--- config.mk ---
export PLATFORM = sky130hd
export DESIGN_NAME = drt_scanner
export DESIGN_NICKNAME = d
export VERILOG_FILES = /design/src/rtl/drt_scanner.sv
export SDC_FILE = /design/constraint.sdc
export NUM_CORES = 1
export LEC_CHECK = 0
export ABC_CLOCK_PERIOD_IN_PS = 2670
export BUFFER_PORTS_ARGS = -buffer_cell sky130_fd_sc_hd__buf_4
export CORE_AREA = 10 10 157 159
export CTS_CLUSTER_DIAMETER = 120
export CTS_CLUSTER_SIZE = 20
export DETAILED_ROUTE_END_ITERATION = 16
export DIE_AREA = 0 0 167 169
export PLACE_DENSITY = 0.79
export SYNTH_ARGS = -nofsm -noshare
export SYNTH_HDL_FRONTEND = slang
export SYNTH_SLANG_ARGS = --single-unit
--- constraint.sdc ---
create_clock -name clk -period 2.67 [get_ports clk]
set_input_delay 0.534 -clock clk [delete_from_list [all_inputs] [get_ports clk]]
set_output_delay 0.534 -clock clk [all_outputs]
set_load 0.01 [all_outputs]
--- src/rtl/drt_scanner.sv ---
// Wishbone master that walks the device ROM table: reads the header, then
// words 0..3 of every device entry, and hands each entry out on a valid/ready stream.
module drt_scanner #(
    parameter logic [31:0] DRT_BASE_ADR = 32'h0000_0000,
    parameter int          HEADER_SIZE  = 8,
    parameter int          DEV_SIZE     = 8,
    parameter int          MAX_DEVICES  = 16,
    parameter int          TIMEOUT      = 255
) (
    input  logic        clk,
    input  logic        rst,
    input  logic        i_start,
    output logic        o_busy,
    output logic        o_done,
    output logic        o_error,
    output logic        o_wbm_cyc,
    output logic        o_wbm_stb,
    output logic        o_wbm_we,
    output logic [3:0]  o_wbm_sel,
    output logic [31:0] o_wbm_adr,
    output logic [31:0] o_wbm_dat,
    input  logic [31:0] i_wbm_dat,
    input  logic        i_wbm_ack,
    output logic [15:0] o_drt_id,
    output logic [15:0] o_drt_version,
    output logic [31:0] o_num_devices,
    output logic        o_dev_valid,
    input  logic        i_dev_ready,
    output logic [7:0]  o_dev_index,
    output logic [31:0] o_dev_id,
    output logic [31:0] o_dev_info,
    output logic [31:0] o_dev_mem_off,
    output logic [31:0] o_dev_size
);

    typedef enum logic [2:0] {
        S_IDLE, S_REQ, S_WAIT_ACK, S_WAIT_RELEASE, S_ADVANCE, S_EMIT, S_DONE, S_ERROR
    } state_t;

    state_t      r_state;
    state_t      w_state_nxt;
    logic        r_hdr;
    logic [1:0]  r_word;
    logic [7:0]  r_dev_idx;
    logic [7:0]  r_tmo;
    logic [15:0] r_drt_id;
    logic [15:0] r_drt_version;
    logic [31:0] r_num_devices;
    logic [31:0] r_dev_id;
    logic [31:0] r_dev_info;
    logic [31:0] r_dev_mem_off;
    logic [31:0] r_dev_size;
    logic        w_idle;
    logic        w_last;
    logic [31:0] w_hdr_adr;
    logic [31:0] w_dev_adr;

    assign w_idle    = (r_state == S_IDLE) || (r_state == S_DONE) || (r_state == S_ERROR);
    assign w_last    = ({24'd0, r_dev_idx} == (r_num_devices - 32'd1));
    assign w_hdr_adr = DRT_BASE_ADR + {30'd0, r_word};
    assign w_dev_adr = DRT_BASE_ADR + 32'(HEADER_SIZE) + 32'(DEV_SIZE) * {24'd0, r_dev_idx}
                       + {30'd0, r_word};

    always_ff @(posedge clk or negedge rst) begin
        if (!rst) r_state <= S_IDLE;
        else      r_state <= w_state_nxt;
    end

    always_comb begin
        w_state_nxt = r_state;
        case (r_state)
            S_IDLE, S_DONE, S_ERROR: if (i_start) w_state_nxt = S_REQ;
            S_REQ:                   w_state_nxt = S_WAIT_ACK;
            S_WAIT_ACK: begin
                if (i_wbm_ack)          w_state_nxt = S_WAIT_RELEASE;
                else if (r_tmo == 8'd1) w_state_nxt = S_ERROR;
            end
            S_WAIT_RELEASE: if (!i_wbm_ack) w_state_nxt = S_ADVANCE;
            S_ADVANCE: begin
                if (r_hdr) begin
                    if (r_word == 2'd0)                           w_state_nxt = S_REQ;
                    else if (r_num_devices > 32'(MAX_DEVICES))     w_state_nxt = S_ERROR;
                    else if (r_num_devices == 32'd0)              w_state_nxt = S_DONE;
                    else                                          w_state_nxt = S_REQ;
                end else begin
                    w_state_nxt = (r_word == 2'd3) ? S_EMIT : S_REQ;
                end
            end
            S_EMIT: if (i_dev_ready) w_state_nxt = w_last ? S_DONE : S_REQ;
            default: w_state_nxt = S_IDLE;
        endcase
    end

    always_ff @(posedge clk or negedge rst) begin
        if (!rst) begin
            r_hdr         <= 1'b0;
            r_word        <= 2'd0;
            r_dev_idx     <= 8'd0;
            r_tmo         <= 8'd0;
            r_drt_id      <= 16'd0;
            r_drt_version <= 16'd0;
            r_num_devices <= 32'd0;
            r_dev_id      <= 32'd0;
            r_dev_info    <= 32'd0;
            r_dev_mem_off <= 32'd0;
            r_dev_size    <= 32'd0;
        end else begin
            case (r_state)
                S_IDLE, S_DONE, S_ERROR: begin
                    if (i_start) begin
                        r_hdr         <= 1'b1;
                        r_word        <= 2'd0;
                        r_dev_idx     <= 8'd0;
                        r_drt_id      <= 16'd0;
                        r_drt_version <= 16'd0;
                        r_num_devices <= 32'd0;
                    end
                end
                S_REQ: r_tmo <= 8'(TIMEOUT);
                S_WAIT_ACK: begin
                    if (i_wbm_ack) begin
                        if (r_hdr) begin
                            if (r_word == 2'd0) begin
                                r_drt_id      <= i_wbm_dat[31:16];
                                r_drt_version <= i_wbm_dat[15:0];
                            end else begin
                                r_num_devices <= i_wbm_dat;
                            end
                        end else begin
                            case (r_word)
                                2'd0:    r_dev_id      <= i_wbm_dat;
                                2'd1:    r_dev_info    <= i_wbm_dat;
                                2'd2:    r_dev_mem_off <= i_wbm_dat;
                                default: r_dev_size    <= i_wbm_dat;
                            endcase
                        end
                    end else begin
                        r_tmo <= r_tmo - 8'd1;
                    end
                end
                S_ADVANCE: begin
                    // Leaving the header switches to device 0, word 0
                    if (r_hdr) begin
                        if (r_word == 2'd0) begin
                            r_word <= 2'd1;
                        end else begin
                            r_hdr     <= 1'b0;
                            r_word    <= 2'd0;
                            r_dev_idx <= 8'd0;
                        end
                    end else if (r_word != 2'd3) begin
                        r_word <= r_word + 2'd1;
                    end
                end
                S_EMIT: begin
                    if (i_dev_ready && !w_last) begin
                        r_dev_idx <= r_dev_idx + 8'd1;
                        r_word    <= 2'd0;
                    end
                end
                default: ;
            endcase
        end
    end

    // Bus controls decode straight from the state so reset releases them asynchronously
    assign o_wbm_cyc     = (r_state == S_REQ) || (r_state == S_WAIT_ACK);
    assign o_wbm_stb     = o_wbm_cyc;
    assign o_wbm_adr     = o_wbm_cyc ? (r_hdr ? w_hdr_adr : w_dev_adr) : 32'd0;
    assign o_wbm_we      = 1'b0;
    assign o_wbm_sel     = 4'hF;
    assign o_wbm_dat     = 32'd0;
    assign o_busy        = !w_idle;
    assign o_done        = (r_state == S_DONE);
    assign o_error       = (r_state == S_ERROR);
    assign o_dev_valid   = (r_state == S_EMIT);
    assign o_dev_index   = r_dev_idx;
    assign o_dev_id      = r_dev_id;
    assign o_dev_info    = r_dev_info;
    assign o_dev_mem_off = r_dev_mem_off;
    assign o_dev_size    = r_dev_size;
    assign o_drt_id      = r_drt_id;
    assign o_drt_version = r_drt_version;
    assign o_num_devices = r_num_devices;

endmodule

==> summary.txt <==
Layout
  – Final core utilization: 59.62%
  – # fillers: 1809
  – Synth-to-Final Area Change: 28.55%
  – Flip-flop and latch area: between 0.005 and 0.006 mm2
  – Final nets: ~1200
  – Share of cells above drive strength 1: between 40% and 50%
  – Multi-input logic area: between 0.004 and 0.005 mm2
  – Ant. Diodes: 0

STA
  – Post-layout minimum cycle time: 2.767 ns
  – Final hold slack: approximately 0.041 ns
  – Count of final setup violators: 11
  – Relative slew slack: 63.02%
  – Fmax: between 300 and 400 MHz
  – Max Transition Viols Final: 0
  – Worst setup margin: -0.09728 ns
  – Fin. Hold Viols: 0
  – Final setup TNS: -0.5901 ns
  – RSZ-0062 raised after global routing: true
  – Fin crit share: 103.6%
  – Least-Margin Pin Slew: 0.5547 ns
  – Worst Clk Skew: 0.01787 ns

Power and ir drop
  – Net Sw Frac: 39.70%
  – Sw power: ~5.7 mW
  – LEAKAGE: 6.626 nW
  – Peak VDD IR: ~660 uV
  – Clock share of power: between 10% and 20%
  – Combinational share of power: between 50 and 60%
  – Power Dens Cells: 1110 mW/mm2
  – Int Pwr: 8.602 mW
  – Part of the power in registers: roughly a third

Logic synthesis
  – Commonest cells post-synth: dfrtp_1 (214), mux2_2 (128), nand2_1 (128)
  – Most common cell in the netlist: dfrtp_1
  – Syn Inst Count: about 890
  – Synthesized cell area: roughly 0.01 mm2
  – Syn Area/Cell: around 11 um2
  – Sequential fraction of the synthesis area: between 50% and 60%
  – Post-synth top area cell: dfrtp_1
  – Top FF cell, synth: dfrtp_1
  – Yosys cell types: 68
  – Top cells by area, synth: dfrtp_1 (54%), mux2_2 (14%), nand2_1 (4.8%)
  – Post-synth EDFFs: 0
  – Area share of the largest cell type after synthesis: 53.57%
  – Asr flop ratio synth: 100.0%
  – YS warnings: 0
  – Post-synthesis register bit count: around 210

Worst setup path
  – WS Path Type: reg -> reg
  – Crit Path Max Fanout: 6
  – R2r endpoint: r_state[2]
  – CP Launch Type: flop
  – CP max stage cell: or4_4
  – Crit end category: flop
  – Setup slack, reg-to-reg: -0.1 ns
  – Worst reg2reg path startpoint: o_num_devices[19]
  – R2R depth: 9
  – CP bufs+invs: 1
  – CP delay by family, top: simple AND/OR/NAND/NOR gates
  – Arr. time, crit path: about 3.2 ns
  – Slowest stage delay, CP: roughly 0.54 ns
  – Crit path cell chain: or4_4 > or4_1 > o21ai_1 > nand4_1 > and4bb_4 > o2111ai_4 > buf_4 > o2111ai_1 > o21a_1
  – Critical Path RT: around 3.1 ns

Place
  – Pre-CTS setup slack: -0.1177 ns
  – GPL Wtd Cong: a little over 0.9
  – Hpwl dp: around 23 mm
  – I/O Buffers: 253

Clocking
  – TritonCTS clock tree: done
  – Clock Sinks: around 210
  – Worst-case clock buffer depth: 3
  – Total CTS buffers: 14
  – Clk Latency, worst-skew pair: roughly 0.48 ns
  – H-tree levels: 1
  – Reg clk slew, reported paths: approximately 0.090 ns
  – Root buf cell: clkbuf_16

Die
  – Die Y: 169 um
  – Num rows: 54
  – Initial Util: between 40% and 50%
  – Die Area: about 0.028 mm2
  – Die Wd: 167 um
  – # IOs: ~310
  – Core Area: 0.02155 mm2

GRT
  – First-pass GRT wire length: around 46 mm
  – Global Route Usage Sum: 20.07%
  – Vias in the first global route: between 7000 and 8000
  – Antenna violations before repair: 0
  – Maximum number of pins on one net before global-route repair: 65
  – Grt total ovfl: 0

Route
  – Count of antenna-violating nets left after detailed routing: 0
  – # DRC: 0
  – Via density: around 5.4
  – Drt pass-1 iters: 5
  – Initial DRC count: around 540
  – Avg WL per Cell: just over 20 um
  – Final wirelength: about 30 mm
  – Vias: about 8000

Run status
  – Violated checks: negative setup slack
  – Status: finished with violations

Flow run
  – Max-Cap Viols: 0

Hold path
  – Min-delay worst type: in -> async
==> area by class of cell <==
| type | instances | area share (%) |
|---|---|---|
| well taps | 280 | 2.726 |
| clock buffers | 17 | 2.979 |
| flip-flops and latches | 214 | 41.72 |
| multi-input cells | 607 | 32.66 |
| repair buffers | 322 | 19.35 |
| clock inverters | 1 | 0.06815 |
| inverters | 17 | 0.4965 |
==> cells by family after synthesis <==
group	after synthesis	synth area share, %
simple gates	254	12.28
compound gates	130	8.423
mux	130	14.62
flops	214	53.57
other cells	2	0.07512
buf+inv	126	7.672
fa+ha+maj	8	1.001
xor+xnor	27	2.365
==> placed cells by master (no fill, tap or decap), drive strengths merged, types with 5 or more instances in the layout <==
cell | Yosys | final
clkbuf | 33 | 18
and3 | 7 | 7
nor4 | 15 | 15
ha | 8 | 8
buf | 76 | 321
nand2 | 128 | 128
dfrtp | 214 | 214
or3 | 5 | 5
mux2 | 128 | 128
nand4 | 12 | 12
o21ai | 74 | 74
nor2 | 31 | 31
a21oi | 15 | 15
nor3 | 18 | 18
nand3 | 17 | 17
xnor2 | 16 | 16
xor2 | 11 | 11
inv | 16 | 16
conb | 2 | 58
==> power groups by stage <==
| stage | combinational [mW] | clock [mW] | sequential (mW) |
|---|---|---|---|
| after global placement | 6.95 | 0 | 4.67 |
| after floorplan | 3.70 | 0 | 4.99 |
| after global routing | 8.12 | 2.24 | 4.78 |
| final | 7.50 | 2.09 | 4.67 |
| after detailed placement | 7.07 | 0 | 4.74 |
| after CTS | 7.36 | 2.13 | 4.69 |
==> registers in the layout (all words and copies together) (netlist names) <==
register       flops
o_dev_id          32
o_dev_index        8
o_dev_info        32
o_dev_mem_off     32
o_dev_size        32
o_drt_id          16
o_drt_version     16
o_num_devices     32
r_hdr              1
r_state            3
r_tmo              8
r_word             2
==> metal layers <==
layer | wire length, um | part of all wire (%) | GRT usage, %
met5 | 0 | 0 | 0
met4 | 1054 | 3.6 | 7.216
met3 | 2858 | 9.7 | 6.855
met2 | 14620 | 49 | 34.25
met1 | 11050 | 37 | 22.96
==> worst max-delay path by stage <==
stage,from,to,slack (ns),depth (start not counted)
6_report,o_num_devices[19],r_state[2],-0.1,9
5_1_grt,o_num_devices[1],r_state[2],-0.23,14
4_1_cts,o_num_devices[19],o_dev_index[6],-0.04,9
3_5_place_dp,o_num_devices[19],o_dev_index[6],-0.12,9
3_3_place_gp,o_num_devices[19],o_dev_index[6],-0.08,9
2_1_floorplan,o_num_devices[12],o_dev_index[4],-0.08,10
==> through the flow <==
step | cell area (um2) | instances | total power, mW
5_1_grt | 12850 | 1458 | 15.14
4_1_cts | 12760 | 1451 | 14.18
2_1_floorplan | 10220 | 947 | 8.685
3_5_place_dp | 12300 | 1430 | 11.81
6_report | 12850 | 1458 | 14.26
3_3_place_gp | 12300 | 1430 | 11.62
==> what timing repair did <==
action,in CTS,in global routing
hold buffers,0,0
buffers inserted,2,7
pin swaps,7,8
setup endpoints to repair,12,22
gates cloned,1,0
resized for setup,13,8
endpoints found under the hold margin,0,0
Note: power is estimated with default switching activity, not from simulation.
